**src/rtl/div_pkg.sv**
```systemverilog
// Shared constants and types for the sequential restoring divider.
// Step count and the zero-divisor quotient both follow from the divisor width.
package div_pkg;

    localparam int DIV_WIDTH = 6;
    localparam int DIV_STEPS = 2 * DIV_WIDTH;
    localparam logic [DIV_STEPS-1:0] DIV_DBZ_QUOT = '1;

    typedef enum logic [1:0] {
        IDLE = 2'd0,
        BUSY = 2'd1,
        DONE = 2'd2
    } div_state_t;

    // Counter width able to hold steps-1, never narrower than one bit.
    function automatic int div_cnt_bits(input int steps);
        return (steps > 2) ? $clog2(steps) : 1;
    endfunction

endpackage

```
**src/rtl/div_restore_step.sv**
```systemverilog
// One combinational restoring-division step: shift in the next dividend bit, trial-subtract.
// Zero latency, no flow control of its own.
module div_restore_step
    import div_pkg::*;
#(
    parameter int WIDTH = DIV_WIDTH
) (
    input  logic [WIDTH:0]   pr,
    input  logic             q_msb,
    input  logic [WIDTH-1:0] divisor,
    output logic [WIDTH:0]   pr_next,
    output logic             q_bit
);

    logic [WIDTH+1:0] shifted;
    logic [WIDTH+1:0] dvsr_ext;

    // The partial remainder is always below the divisor, so its top bit is zero;
    // keeping it in the compare costs nothing and keeps the step self-contained.
    assign shifted  = {pr, q_msb};
    assign dvsr_ext = {2'b00, divisor};

    assign q_bit   = (shifted >= dvsr_ext);
    assign pr_next = q_bit ? (WIDTH+1)'(shifted - dvsr_ext) : shifted[WIDTH:0];

endmodule

```
**src/rtl/seq_restoring_divider.sv**
```systemverilog
// Unsigned 2W/W restoring divider, one quotient bit per clock; result 2*WIDTH edges after accept.
// Result holds stable until out_ready; no new operation is accepted until the result is taken.
module seq_restoring_divider
    import div_pkg::*;
#(
    parameter int WIDTH = DIV_WIDTH
) (
    input  logic               clk,
    input  logic               rst,
    input  logic               in_valid,
    output logic               in_ready,
    input  logic [2*WIDTH-1:0] dividend,
    input  logic [WIDTH-1:0]   divisor,
    output logic               out_valid,
    input  logic               out_ready,
    output logic [2*WIDTH-1:0] quotient,
    output logic [WIDTH-1:0]   remainder,
    output logic               div_by_zero
);

    localparam int STEPS = 2 * WIDTH;
    localparam int CW    = div_cnt_bits(STEPS);
    localparam logic [CW-1:0] LAST_CNT = CW'(STEPS - 1);

    div_state_t         state;
    logic [WIDTH:0]     pr;
    logic [2*WIDTH-1:0] q;
    logic [WIDTH-1:0]   dvsr;
    logic [CW-1:0]      cnt;

    logic [WIDTH:0]     step_pr;
    logic               step_q;

    div_restore_step #(
        .WIDTH (WIDTH)
    ) u_step (
        .pr      (pr),
        .q_msb   (q[2*WIDTH-1]),
        .divisor (dvsr),
        .pr_next (step_pr),
        .q_bit   (step_q)
    );

    // The quotient shift register doubles as the dividend store while busy.
    assign quotient  = q;
    assign remainder = pr[WIDTH-1:0];

    always_ff @(posedge clk) begin
        if (rst) begin
            state       <= IDLE;
            in_ready    <= 1'b1;
            out_valid   <= 1'b0;
            div_by_zero <= 1'b0;
            pr          <= '0;
            q           <= '0;
            dvsr        <= '0;
            cnt         <= '0;
        end else begin
            case (state)
                IDLE: begin
                    if (in_valid && in_ready) begin
                        in_ready <= 1'b0;
                        pr       <= '0;
                        dvsr     <= divisor;
                        cnt      <= LAST_CNT;
                        if (divisor == '0) begin
                            q           <= '1;
                            div_by_zero <= 1'b1;
                            out_valid   <= 1'b1;
                            state       <= DONE;
                        end else begin
                            q           <= dividend;
                            div_by_zero <= 1'b0;
                            state       <= BUSY;
                        end
                    end
                end
                BUSY: begin
                    pr <= step_pr;
                    q  <= {q[2*WIDTH-2:0], step_q};
                    if (cnt == '0) begin
                        out_valid <= 1'b1;
                        state     <= DONE;
                    end else begin
                        cnt <= cnt - 1'b1;
                    end
                end
                DONE: begin
                    if (out_ready) begin
                        out_valid <= 1'b0;
                        in_ready  <= 1'b1;
                        state     <= IDLE;
                    end
                end
                default: begin
                    state     <= IDLE;
                    in_ready  <= 1'b1;
                    out_valid <= 1'b0;
                end
            endcase
        end
    end

endmodule

```
**config.mk**
```make
export PLATFORM = sky130hd
export DESIGN_NAME = seq_restoring_divider
export DESIGN_NICKNAME = d
export VERILOG_FILES = /design/src/rtl/div_pkg.sv /design/src/rtl/div_restore_step.sv /design/src/rtl/seq_restoring_divider.sv
export SDC_FILE = /design/constraint.sdc
export NUM_CORES = 1
export LEC_CHECK = 0
export CORE_MARGIN = 3
export CORE_UTILIZATION = 53
export CTS_BUF_LIST = sky130_fd_sc_hd__clkbuf_2 sky130_fd_sc_hd__clkbuf_4 sky130_fd_sc_hd__clkbuf_8
export CTS_CLUSTER_DIAMETER = 150
export DETAILED_ROUTE_END_ITERATION = 7
export HOLD_SLACK_MARGIN = 0.08
export PLACE_DENSITY = 0.84
export SYNTH_ARGS = -nofsm -noshare
export SYNTH_HDL_FRONTEND = slang
export SYNTH_HIERARCHICAL = 1
export SYNTH_SLANG_ARGS = --single-unit
```
**constraint.sdc**
```tcl
create_clock -name clk -period 2.8 [get_ports clk]
set_input_delay 0.56 -clock clk [delete_from_list [all_inputs] [get_ports clk]]
set_output_delay 0.56 -clock clk [all_outputs]
set_load 0.01 [all_outputs]
```
Word level (Yosys, flattened, before mapping)
Index checks and enable logic that the tools add are counted.

Register bits after elaboration: 34. Input bits: 22.

Add/subtract/negate cells: 2. $lt $le $gt $ge: 1. Eq/ne operators: 7. Mux-type cells: 23. Bitwise gates (word level): 1. Reduce and logical (&&, ||, !) cells: 11.

Operators with widths (number): 12-bit 2-to-1 mux (2); 12-bit one-hot mux with 2 select lines (1); 7-bit 2-to-1 mux (2); 7-bit one-hot mux with 2 select lines (1); 2-bit inequality test (second input constant) (5); 3-bit AND reduction (3); 8-bit by 6-bit >= comparator with 1-bit output (1); 2-bit 2-to-1 mux (4); 4-bit 2-to-1 mux (2); 4-bit one-hot mux with 2 select lines (1); 1-bit 2-to-1 mux (7); 7-bit by 6-bit subtractor with 7-bit output (1); 6-bit logical NOT (1); 1-bit one-hot mux with 3 select lines (2); 2-bit one-hot mux with 3 select lines (1); 4-bit logical NOT (1); 2-bit AND reduction (2); 4-bit AND reduction (1); 4-bit by 1-bit subtractor with 4-bit output (second input constant) (1); 2-bit by 1-bit equality test with 1-bit output (second input constant) (1); 2-bit equality test (second input constant) (1); 2-bit logical NOT (1); 2-bit nonzero test (1); 1-bit logical AND (1); 1-bit inverter (1).

Logic depth before layout (Yosys ltp)
Gate-level depths: netlist of the first run.

Depth after elaboration: 4. Depth in mapped cells: 11.

Cells and area by module
The synthesis of the first run kept the hierarchy.

Modules (own cells, without submodules): seq_restoring_divider (instances 1, cells an instance 190, area an instance 1615.3 sq um); div_restore_step (instances 1, cells an instance 57, area an instance 399.1 sq um).

Worst setup path before layout of the first run
Ideal clock, no wire load.

Path type: reg-to-reg. Start: register q[11], in the netlist quotient[11]. End: register pr[5]. Library setup time: 0.132 ns. Data arrival time: 1.919 ns. Path slack: 0.749 ns. Cell stages (with the launch flop): 12. Clock period less this slack: 2.051 ns. Cells stage by stage: dfxtp_1 inv_1 ha_1 fa_1 nand2b_1 a211oi_1 nor2_2 buf_6 nand2_1 o221ai_1 nand2_1 a21oi_1.

Word-level cells in the longest chain between the ends: 3.

Ends and longest elaborated chain: start: declaration (line seq_restoring_divider.sv:27) `logic [2*WIDTH-1:0] q;`; start signal: assignment (line seq_restoring_divider.sv:72) `q <= dividend;`; start signal: assignment (line seq_restoring_divider.sv:80) `q <= {q[2*WIDTH-2:0], step_q};`; 7-bit by 6-bit subtractor with 7-bit output / 8-bit by 6-bit >= comparator with 1-bit output (equally long branches) (line div_restore_step.sv:24, div_restore_step.sv:23); 7-bit 2-to-1 mux (*) (line div_restore_step.sv:24) `assign pr_next = q_bit ? (WIDTH+1)'(shifted - dvsr_ext) : shifted[WIDTH:0];`; via step_pr[5] (line seq_restoring_divider.sv:31) `logic [WIDTH:0] step_pr;`; 7-bit one-hot mux with 2 select lines (*) (line seq_restoring_divider.sv:59) `case (state)`; end signal: assignment (line seq_restoring_divider.sv:79) `pr <= step_pr;`; end: declaration (line seq_restoring_divider.sv:26) `logic [WIDTH:0] pr;`.

The timed path passes the listed nets; every way through them passes the cells marked *. A chain may end at the register's enable or synchronous reset.

Final worst setup path of the first run
Start: register q[11], in the netlist quotient[11]. End: register pr[3].

The elaborated chain is that of the path after synthesis.

==> results of run 1 <==
-- kinds of logic after synthesis --
kind of cell               Yosys count  synth area share, %
AOI/OAI and AO/OA                   92                 30.7
and+or+nand+nor                     64                 17.1
buffers and inverters               46                 11.5
DFF                                 34                 33.8
adders and majority gates            9                 5.96
xor gates and xnor gates             2                0.870
-- state kept, by name, summed over array words and instances (netlist names) --
name	cells
out_valid	1
in_ready	1
state	2
div_by_zero	1
pr	7
cnt	4
dvsr	6
quotient	12
-- routing by layer --
layer / vias up / global-route usage [%] / wire length (µm)
met1: 862 / 29.5 / 2180
met4: 0 / 9.37 / 85
li1: 937 / - / -
met3: 11 / 5.49 / 213
met2: 44 / 35.8 / 2240
met5: - / 0 / 0
-- power groups by stage --
stage          clock [mW]  combinational (mW)  sequential [mW]
2_1_floorplan           0               0.483            0.617
3_3_place_gp            0               0.648            0.615
3_5_place_dp            0               0.660            0.618
4_1_cts             0.392               0.665            0.607
5_1_grt             0.409               0.740            0.617
6_report            0.386               0.667            0.607
-- placed cells by master (no fill, tap or decap), types with 2 or more instances in the layout --
master,synthesis,routed
o31ai_1,2,2
nor2_1,8,8
clkbuf_8,0,6
nor3_1,4,4
inv_1,23,23
o21bai_1,2,2
nor3b_1,2,2
xor2_1,2,2
nand3_1,4,4
nand2b_1,3,3
a211oi_1,5,5
ha_1,8,8
dfxtp_1,34,34
buf_4,8,4
nand2_1,26,26
o21ai_0,24,24
nor2b_1,2,2
a21oi_1,29,29
or2_2,2,2
clkdlybuf4s50_1,0,42
o21a_1,4,4
o311a_1,13,13
-- worst min-delay path by stage --
| stage | startpoint | cells past startpoint | end |
|---|---|---|---|
| CTS | dvsr[4]$_SDFFE_PP0P_ | 2 | dvsr[4]$_SDFFE_PP0P_ |
| global placement | dvsr[3]$_SDFFE_PP0P_ | 2 | dvsr[3]$_SDFFE_PP0P_ |
| detailed placement | dvsr[4]$_SDFFE_PP0P_ | 2 | dvsr[4]$_SDFFE_PP0P_ |
| global route | dvsr[5]$_SDFFE_PP0P_ | 2 | dvsr[5]$_SDFFE_PP0P_ |
| finish | dvsr[4]$_SDFFE_PP0P_ | 2 | dvsr[4]$_SDFFE_PP0P_ |
| floorplan | dvsr[2]$_SDFFE_PP0P_ | 2 | dvsr[2]$_SDFFE_PP0P_ |
-- layout make-up --
class	count	area [µm²]	area share, %
Clock inverter	2	12.5	0.506
Tap cell	46	57.6	2.33
Multi-Input combinational cell	167	1100	44.6
Clock buffer	6	82.6	3.34
Timing Repair Buffer	46	450	18.2
Sequential cell	34	681	27.5
Inverter	23	86.3	3.49
-- stage by stage --
step / total power, mW / setup WS [ns] / util [%]
finish: 1.66 / 0.513 / 70.7
global route: 1.77 / 0.243 / 70.7
CTS: 1.66 / 0.509 / 70.7
detailed placement: 1.28 / 0.534 / 68.0
global placement: 1.26 / 0.600 / 68.0
floorplan: 1.10 / 0.749 / -
-- worst reg2reg max path: stages, from the launching register on --
cell      delay (ns)
dfxtp_1         0.39
inv_1           0.06
ha_1            0.20
fa_1            0.40
nand2b_1        0.19
a211oi_1        0.31
nor2_2          0.19
a211oi_1        0.22
a21o_2          0.12
nand2_1         0.04
a21oi_1         0.11
==> reports/results.tsv, run 1 <==
stage	metric	value	unit
clock_network	clock latency at the later pin of the worst-skew pair	0.29	ns
logic_synthesis	warnings from Yosys	6	
global_routing	first-pass GRT wire length	7910	µm
power	Clk pwr share	23.3	%
logic_synthesis	Synth area leader	dfxtp_1	
timing	Max Slew Vio Count	0	
die	Core Rows	21	
logic_synthesis	Syn Std Cell Area	0.00201	mm²
place	number of placed cells counting well taps	316	
clock_network	Reg clk slew, reported paths	0.07	ns
die	starting density of the core	57.6	%
power	P_int	1.06	mW
final_layout	antenna diode count	0	
setup_path	Reg-to-Reg End	pr[3]$_SDFFE_PP0P_	
global_routing	overall global routing resource usage	22.7	%
power	net switching power	0.597	mW
setup_path	setup slack, reg-to-reg	0.51	ns
logic_synthesis	top-area cell type share of the netlist area	33.8	%
setup_path	critical-path maximum fanout	13	
setup_path	Worst Path Required	3.03	ns
drt	Post-DRT Antenna Nets	0	
setup_path	number of cells on the critical path	10	
timing	Final min period	2.29	ns
final_layout	layout net count	308	
setup_path	crit path cell chain	inv_1 -> ha_1 -> fa_1 -> nand2b_1 -> a211oi_1 -> nor2_2 -> a211oi_1 -> a21o_2 -> nand2_1 -> a21oi_1	
logic_synthesis	synth top area cells	dfxtp_1 34%, a21oi_1 7.2%, o311a_1 6.5%	
logic_synthesis	Avg Cell Area, Syn	8.16	µm²
final_layout	area added between synthesis and finish	22.7	%
power	PwrDens	671	mW/mm²
drt	Routed WL	4720	µm
setup_path	Critical Path Sink	pr[3]$_SDFFE_PP0P_	
setup_path	Worst Path Arrival	2.51	ns
place	hpwl dp	3430	µm
setup_path	crit start category	flop	
drt	vias per inst	5.72	
place	DP Area	0.00238	mm²
logic_synthesis	EDFF count, synth	0	
timing	Hold Fails Final Rpt	0	
timing	unrepaired setup endpoints after global routing	no	
logic_synthesis	sequential share of the synthesized area	33.8	%
timing	Setup Skew	0.00728	ns
die	Core Region	0.00349	mm²
place	I/O Buffers	42	
setup_path	worst r2r path cells	10	
final_layout	Cell Count, Final, Fillers Out	324	
drt	via count	1854	
drt	initial drt markers	131	
die	Die Height	67.7	µm
timing	worst-margin pin slew	0.527	ns
die	Die Area	0.00458	mm²
clock_network	# hold bufs at CTS	0	
setup_path	max incr delay on CP	0.39	ns
logic_synthesis	most common cell in the netlist	dfxtp_1	
setup_path	reg2reg start	quotient[11]$_SDFFE_PP0P_	
setup_path	Critical path buffers and inverters	1	
setup_path	family with the most delay on the worst path	compound AO/OA/AOI/OAI gates	
global_routing	total global routing overflow	0	
global_routing	pin count of the biggest net entering global routing	22	
die	Chip Width	67.7	µm
clock_network	CTS tree	built	
timing	Fmax	0.437	GHz
clock_network	Clock Tree Buf Depth	2	
power	Sequential Power Share	36.6	%
clock_network	CTS Buf Count	5	
setup_path	crit path from	quotient[11]$_SDFFE_PP0P_	
power	Leakage	0.937	nW
timing	# setup viols final	0	
logic_synthesis	Post-synth top cells	34 x dfxtp_1, 29 x a21oi_1, 26 x nand2_1, 24 x o21ai_0, 23 x inv_1	
logic_synthesis	Async SR Flop Fraction	0	%
timing	max_slew headroom	64.8	%
drt	routed len/inst	14.6	µm
final_layout	design area	0.00247	mm²
setup_path	most used cell, CP	a211oi_1	
timing	period utilization	81.7	%
logic_synthesis	post-synthesis register bit count	34	
timing	setup TNS after final layout	0	ns
power	worst ir drop on vdd	0.000493	V
clock_network	post-cts sizing count	0	
setup_path	CP endpoint kind	flop	
drt	residual DRC count	0	
run_status	status	finished, final reports clean	
clock_network	H-tree depth	2	
final_layout	final-layout fill cell count	283	
power	Comb power frac	40.2	%
hold_path	HP Class	flop to flop	
logic_synthesis	syn_nets	278	
place	RePlAce Congestion	0.793	
final_layout	share of cells above drive strength 1	8.63	%
setup_path	slowest CP cell	dfxtp_1	
clock_network	Root Buffer	clkbuf_8	
die	I/O pins	43	
global_routing	vias in the first global route	1689	
clock_network	CTS sink cnt	34	
drt	TritonRoute pass-1 iters	4	
timing	hold slack	0.457	ns
setup_path	CP Class	flop to flop	
global_routing	initial antenna violation count	0	
power	switch share	36.0	%
logic_synthesis	Synth Flop Type	dfxtp_1	
clock_network	total setup buffers inserted after CTS	0	
logic_synthesis	Distinct cells, synth	51	
job	# Max-Cap Violations	0	
logic_synthesis	Synth Instances	247	
Note: power is estimated with default switching activity, not from simulation.
==> run 2, diff against run 1 <==
==> constraint.sdc (replaced) <==
create_clock -name clk -period 2.33 [get_ports clk]
set_input_delay 0.466 -clock clk [delete_from_list [all_inputs] [get_ports clk]]
set_output_delay 0.466 -clock clk [all_outputs]
set_load 0.01 [all_outputs]
==> reports/results.tsv, run 2 (same netlist as run 1, synthesis figures left out) <==
stage	metric	value	unit
timing	Fmax	0.457	GHz
place	RePlAce Congestion	0.810	
die	Core Rows	21	
drt	Routed WL	4730	µm
clock_network	H-tree depth	2	
global_routing	first-pass GRT wire length	8220	µm
final_layout	area added between synthesis and finish	25.0	%
final_layout	antenna diode count	0	
place	I/O Buffers	42	
final_layout	most frequent cells in the layout	42 x clkdlybuf4s50_1, 33 x dfxtp_1, 29 x a21oi_1	
timing	Max Slew Vio Count	0	
setup_path	Worst Path Arrival	2.41	ns
drt	Post-DRT Antenna Nets	0	
setup_path	CP Class	flop to flop	
die	Core Region	0.00349	mm²
power	worst ir drop on vdd	0.000627	V
global_routing	pin count of the biggest net entering global routing	30	
power	PwrDens	820	mW/mm²
power	net switching power	0.710	mW
final_layout	max reg flops	12	
clock_network	CTS tree	built	
setup_path	slowest CP cell	fa_1	
power	Comb power frac	40.2	%
timing	max_slew headroom	64.7	%
clock_network	Root Buffer	clkbuf_8	
global_routing	overall global routing resource usage	23.6	%
power	P_int	1.36	mW
setup_path	CP endpoint kind	flop	
global_routing	total global routing overflow	0	
final_layout	commonest non-fill, non-tap cell in the layout	clkdlybuf4s50_1	
global_routing	vias in the first global route	1791	
setup_path	Critical path buffers and inverters	1	
die	Die Area	0.00458	mm²
drt	vias per inst	5.69	
clock_network	clock latency at the later pin of the worst-skew pair	0.28	ns
clock_network	Clock Tree Buf Depth	2	
setup_path	critical-path maximum fanout	13	
die	Die Height	67.7	µm
die	I/O pins	43	
timing	# setup viols final	0	
hold_path	HP Class	flop to flop	
power	Leakage	0.961	nW
job	# Max-Cap Violations	0	
die	Chip Width	67.7	µm
timing	worst-margin pin slew	0.528	ns
setup_path	family with the most delay on the worst path	compound AO/OA/AOI/OAI gates	
drt	initial drt markers	206	
die	starting density of the core	57.6	%
clock_network	CTS sink cnt	34	
setup_path	most used cell, CP	a211oi_2	
timing	Setup Skew	0.00126	ns
clock_network	Reg clk slew, reported paths	0.07	ns
timing	Final WS setup	0.142	ns
drt	TritonRoute pass-1 iters	4	
final_layout	layout net count	310	
setup_path	max incr delay on CP	0.39	ns
setup_path	crit path cell chain	inv_1 -> ha_1 -> fa_1 -> nand2b_1 -> a211oi_2 -> nor2_4 -> a211oi_2 -> a21o_2 -> nand2_1 -> a21oi_1	
clock_network	total setup buffers inserted after CTS	0	
timing	setup TNS after final layout	0	ns
global_routing	initial antenna violation count	0	
power	switch share	34.4	%
drt	via count	1856	
power	Sequential Power Share	35.4	%
timing	unrepaired setup endpoints after global routing	no	
clock_network	CTS Buf Count	5	
timing	period utilization	93.9	%
place	dpl ws	0.0807	ns
drt	residual DRC count	0	
power	Clk pwr share	24.4	%
place	hpwl dp	3400	µm
run_status	status	finished, final reports clean	
final_layout	share of cells above drive strength 1	10.4	%
setup_path	Worst Path Required	2.55	ns
drt	routed len/inst	14.5	µm
timing	Hold Fails Final Rpt	0	
setup_path	crit start category	flop	
timing	Final min period	2.19	ns
-- run 2: cell count changes in the layout (fill, tap and decap cells not counted) --
cell,previous run,this run
dfxtp_1,34,33
dfxtp_2,0,1
a211oi_2,1,3
clkinv_2,1,0
nor2_2,1,0
a211oi_1,5,3
clkbuf_8,6,8
clkinvlp_4,1,0
buf_4,4,6
nor2_4,0,1
-- run 2: final cells by class --
type                    instances  area (µm²)
repair buffers                 48         465
multi-input cells             167        1120
fillers                       279         976
clock buffers                   8         110
flip-flops and latches         34         682
well taps                      46        57.6
inverters                      23        86.3
-- run 2: repair_timing --
item,4_1_cts,5_1_grt
endpoints found under the setup margin,0,3
resized for setup,0,4
hold buffers,0,0
-- run 2: metrics by stage --
stage | cell area, µm² | total power, mW | hold slack (ns) | std cells | utilization (%)
floorplan | 2010 | 1.32 | 0.436 | 247 | -
global placement | 2390 | 1.52 | 0.443 | 318 | 68.5
detailed placement | 2390 | 1.53 | 0.450 | 318 | 68.5
CTS | 2500 | 2.04 | 0.458 | 326 | 71.6
global route | 2520 | 2.20 | 0.491 | 326 | 72.1
finish | 2520 | 2.07 | 0.456 | 326 | 72.1
-- run 2: path summary, 6_finish.rpt --
kind / from / end / slack (ns) / depth (start not counted)
worst max register to register: quotient[11]$_SDFFE_PP0P_ / pr[3]$_SDFFE_PP0P_ / 0.14 / 10
worst min register to register: dvsr[5]$_SDFFE_PP0P_ / dvsr[5]$_SDFFE_PP0P_ / 0.46 / 2
worst max-delay path: quotient[11]$_SDFFE_PP0P_ / pr[3]$_SDFFE_PP0P_ / 0.14 / 10
worst min-delay path: dvsr[5]$_SDFFE_PP0P_ / dvsr[5]$_SDFFE_PP0P_ / 0.46 / 2
-- run 2: tightest hold or removal path, stage by stage (launching register included) --
cell and delay, ns:
dfxtp_1 0.31, nand2_1 0.05, a21oi_1 0.05
-- run 2: power groups by stage --
stage / clock, mW / combinational (mW) / sequential [mW]
after floorplan: 0 / 0.580 / 0.742
after global placement: 0 / 0.783 / 0.738
after detailed placement: 0 / 0.793 / 0.741
after CTS: 0.512 / 0.800 / 0.729
after global routing: 0.538 / 0.923 / 0.743
final: 0.505 / 0.831 / 0.731
-- run 2: routing by layer --
metal	wire length [µm]	GRT usage [%]	part of all wire, %
met1	2240	31.8	47
met2	2260	37.7	48
met3	196	4.99	4.1
met4	41	7.09	0.87
met5	0	0	0
==> run 3, diff against run 2 <==
--- a/config.mk
+++ b/config.mk
@@ -6,12 +6,12 @@
 export NUM_CORES = 1
 export LEC_CHECK = 0
 export CORE_MARGIN = 3
-export CORE_UTILIZATION = 53
+export CORE_UTILIZATION = 55
 export CTS_BUF_LIST = sky130_fd_sc_hd__clkbuf_2 sky130_fd_sc_hd__clkbuf_4 sky130_fd_sc_hd__clkbuf_8
 export CTS_CLUSTER_DIAMETER = 150
 export DETAILED_ROUTE_END_ITERATION = 7
 export HOLD_SLACK_MARGIN = 0.08
-export PLACE_DENSITY = 0.84
+export PLACE_DENSITY = 0.86
 export SYNTH_ARGS = -nofsm -noshare
 export SYNTH_HDL_FRONTEND = slang
 export SYNTH_HIERARCHICAL = 1
==> constraint.sdc (replaced) <==
create_clock -name clk -period 2.75 [get_ports clk]
set_input_delay 0.55 -clock clk [delete_from_list [all_inputs] [get_ports clk]]
set_output_delay 0.55 -clock clk [all_outputs]
set_load 0.01 [all_outputs]
==> reports/results.tsv, run 3 (same netlist as run 1, synthesis figures left out) <==
stage	metric	value	unit
run_status	status	finished, final reports clean	
final_layout	area added between synthesis and finish	22.7	%
die	I/O pins	43	
die	Core Rows	21	
setup_path	crit path from	quotient[11]$_SDFFE_PP0P_	
global_routing	total global routing overflow	0	
clock_network	Reg clk slew, reported paths	0.08	ns
die	starting density of the core	58.5	%
timing	# setup viols final	0	
drt	via count	1877	
place	RePlAce Congestion	0.896	
timing	Setup Skew	0.00729	ns
timing	Max Slew Vio Count	0	
setup_path	slowest CP cell	dfxtp_1	
timing	period utilization	84.1	%
place	hpwl dp	3460	µm
final_layout	max reg flops	12	
drt	routed len/inst	14.7	µm
setup_path	CP Class	flop to flop	
timing	setup TNS after final layout	0	ns
clock_network	H-tree depth	2	
drt	residual DRC count	0	
global_routing	first-pass GRT wire length	7830	µm
final_layout	share of cells above drive strength 1	8.63	%
setup_path	crit path cell chain	inv_1 -> ha_1 -> fa_1 -> nand2b_1 -> a211oi_1 -> nor2_2 -> a211oi_1 -> a21o_2 -> nand2_1 -> a21oi_1	
clock_network	CTS sink cnt	34	
die	Die Area	0.00442	mm²
clock_network	CTS Buf Count	5	
power	Leakage	0.937	nW
place	I/O Buffers	42	
die	Chip Width	66.5	µm
timing	max_slew headroom	62.6	%
global_routing	pin count of the biggest net entering global routing	22	
job	# Max-Cap Violations	0	
die	Die Height	66.5	µm
setup_path	Worst Path Arrival	2.54	ns
die	Core Region	0.00344	mm²
setup_path	Critical path buffers and inverters	1	
drt	vias per inst	5.79	
setup_path	Critical Path Sink	pr[3]$_SDFFE_PP0P_	
hold_path	Worst Hold Depth	2	
power	PwrDens	681	mW/mm²
clock_network	post-cts sizing count	0	
final_layout	layout net count	308	
drt	Routed WL	4780	µm
final_layout	final-layout fill cell count	269	
setup_path	setup slack, reg-to-reg	0.44	ns
clock_network	# hold bufs at CTS	0	
power	worst ir drop on vdd	0.000402	V
final_layout	antenna diode count	0	
setup_path	critical-path maximum fanout	13	
clock_network	total setup buffers inserted after CTS	0	
hold_path	HP Class	flop to flop	
drt	TritonRoute pass-1 iters	4	
setup_path	worst r2r path cells	10	
clock_network	CTS tree	built	
setup_path	reg2reg start	quotient[11]$_SDFFE_PP0P_	
global_routing	vias in the first global route	1788	
timing	unrepaired setup endpoints after global routing	no	
clock_network	clock latency at the later pin of the worst-skew pair	0.29	ns
global_routing	overall global routing resource usage	22.8	%
setup_path	Worst Path Required	2.97	ns
timing	Fmax	0.432	GHz
timing	Hold Fails Final Rpt	0	
setup_path	CP endpoint kind	flop	
setup_path	Reg-to-Reg End	pr[3]$_SDFFE_PP0P_	
setup_path	max incr delay on CP	0.41	ns
drt	Post-DRT Antenna Nets	0	
clock_network	Clock Tree Buf Depth	2	
drt	initial drt markers	152	
final_layout	most frequent cells in the layout	42 x clkdlybuf4s50_1, 34 x dfxtp_1, 29 x a21oi_1	
final_layout	commonest non-fill, non-tap cell in the layout	clkdlybuf4s50_1	
setup_path	family with the most delay on the worst path	compound AO/OA/AOI/OAI gates	
clock_network	Root Buffer	clkbuf_8	
setup_path	number of cells on the critical path	10	
final_layout	utilization after layout	71.8	%
global_routing	initial antenna violation count	0	
setup_path	most used cell, CP	a211oi_1	
setup_path	crit start category	flop	
timing	Final min period	2.31	ns
timing	worst-margin pin slew	0.559	ns
run 3: cell count changes in the layout (fill, tap and decap cells not counted):
| cell | delta |
|---|---|
| clkinv_2 | +1 |
| nor2_4 | -1 |
| buf_4 | -2 |
| clkbuf_8 | -2 |
| dfxtp_1 | +1 |
| clkinvlp_4 | +1 |
| dfxtp_2 | -1 |
| a211oi_1 | +2 |
| nor2_2 | +1 |
| a211oi_2 | -2 |
run 3: area by class of cell:
type / instances / area, µm² / area share, %
multi-input cells: 167 / 1100 / 44.6
inverters: 23 / 86.3 / 3.49
clock buffers: 6 / 82.6 / 3.34
well taps: 46 / 57.6 / 2.33
repair buffers: 46 / 450 / 18.2
clock inverters: 2 / 12.5 / 0.506
flip-flops and latches: 34 / 681 / 27.5
run 3: metrics by stage:
| step | cells | power [mW] | instance area (µm²) | setup WS, ns | hold WS, ns |
|---|---|---|---|---|---|
| global route | 324 | 1.80 | 2470 | 0.283 | 0.475 |
| global placement | 316 | 1.28 | 2380 | 0.542 | 0.442 |
| CTS | 324 | 1.69 | 2470 | 0.476 | 0.457 |
| detailed placement | 316 | 1.30 | 2380 | 0.501 | 0.448 |
| finish | 324 | 1.68 | 2470 | 0.436 | 0.455 |
| floorplan | 247 | 1.12 | 2010 | 0.699 | 0.436 |
run 3: worst min path at each step:
stage                                     from                    to  slack (ns)
after floorplan           dvsr[2]$_SDFFE_PP0P_  dvsr[2]$_SDFFE_PP0P_        0.44
after CTS                 dvsr[4]$_SDFFE_PP0P_  dvsr[4]$_SDFFE_PP0P_        0.46
after global routing      dvsr[4]$_SDFFE_PP0P_  dvsr[4]$_SDFFE_PP0P_        0.47
final                     dvsr[4]$_SDFFE_PP0P_  dvsr[4]$_SDFFE_PP0P_        0.45
after global placement    dvsr[3]$_SDFFE_PP0P_  dvsr[3]$_SDFFE_PP0P_        0.44
after detailed placement  dvsr[4]$_SDFFE_PP0P_  dvsr[4]$_SDFFE_PP0P_        0.45
run 3: power by group:
part,switching (mW),total (mW),leakage [nW],internal (mW)
Sequential,0.0624,0.623,0.279,0.560
Clock,0.186,0.387,0.0472,0.201
Combinational,0.354,0.675,0.611,0.321
run 3: worst min-delay path, stage by stage (launching register included):
cell and delay [ns]:
dfxtp_1 0.31, nand2_1 0.05, a21oi_1 0.05
run 3: layer usage:
layer / wire length (µm) / vias up / track usage, %
met1: 2090 / 871 / 28.9
met4: 118 / 0 / 11.9
met2: 2300 / 63 / 36.6
li1: - / 932 / -
met3: 270 / 11 / 4.38
met5: 0 / - / 0
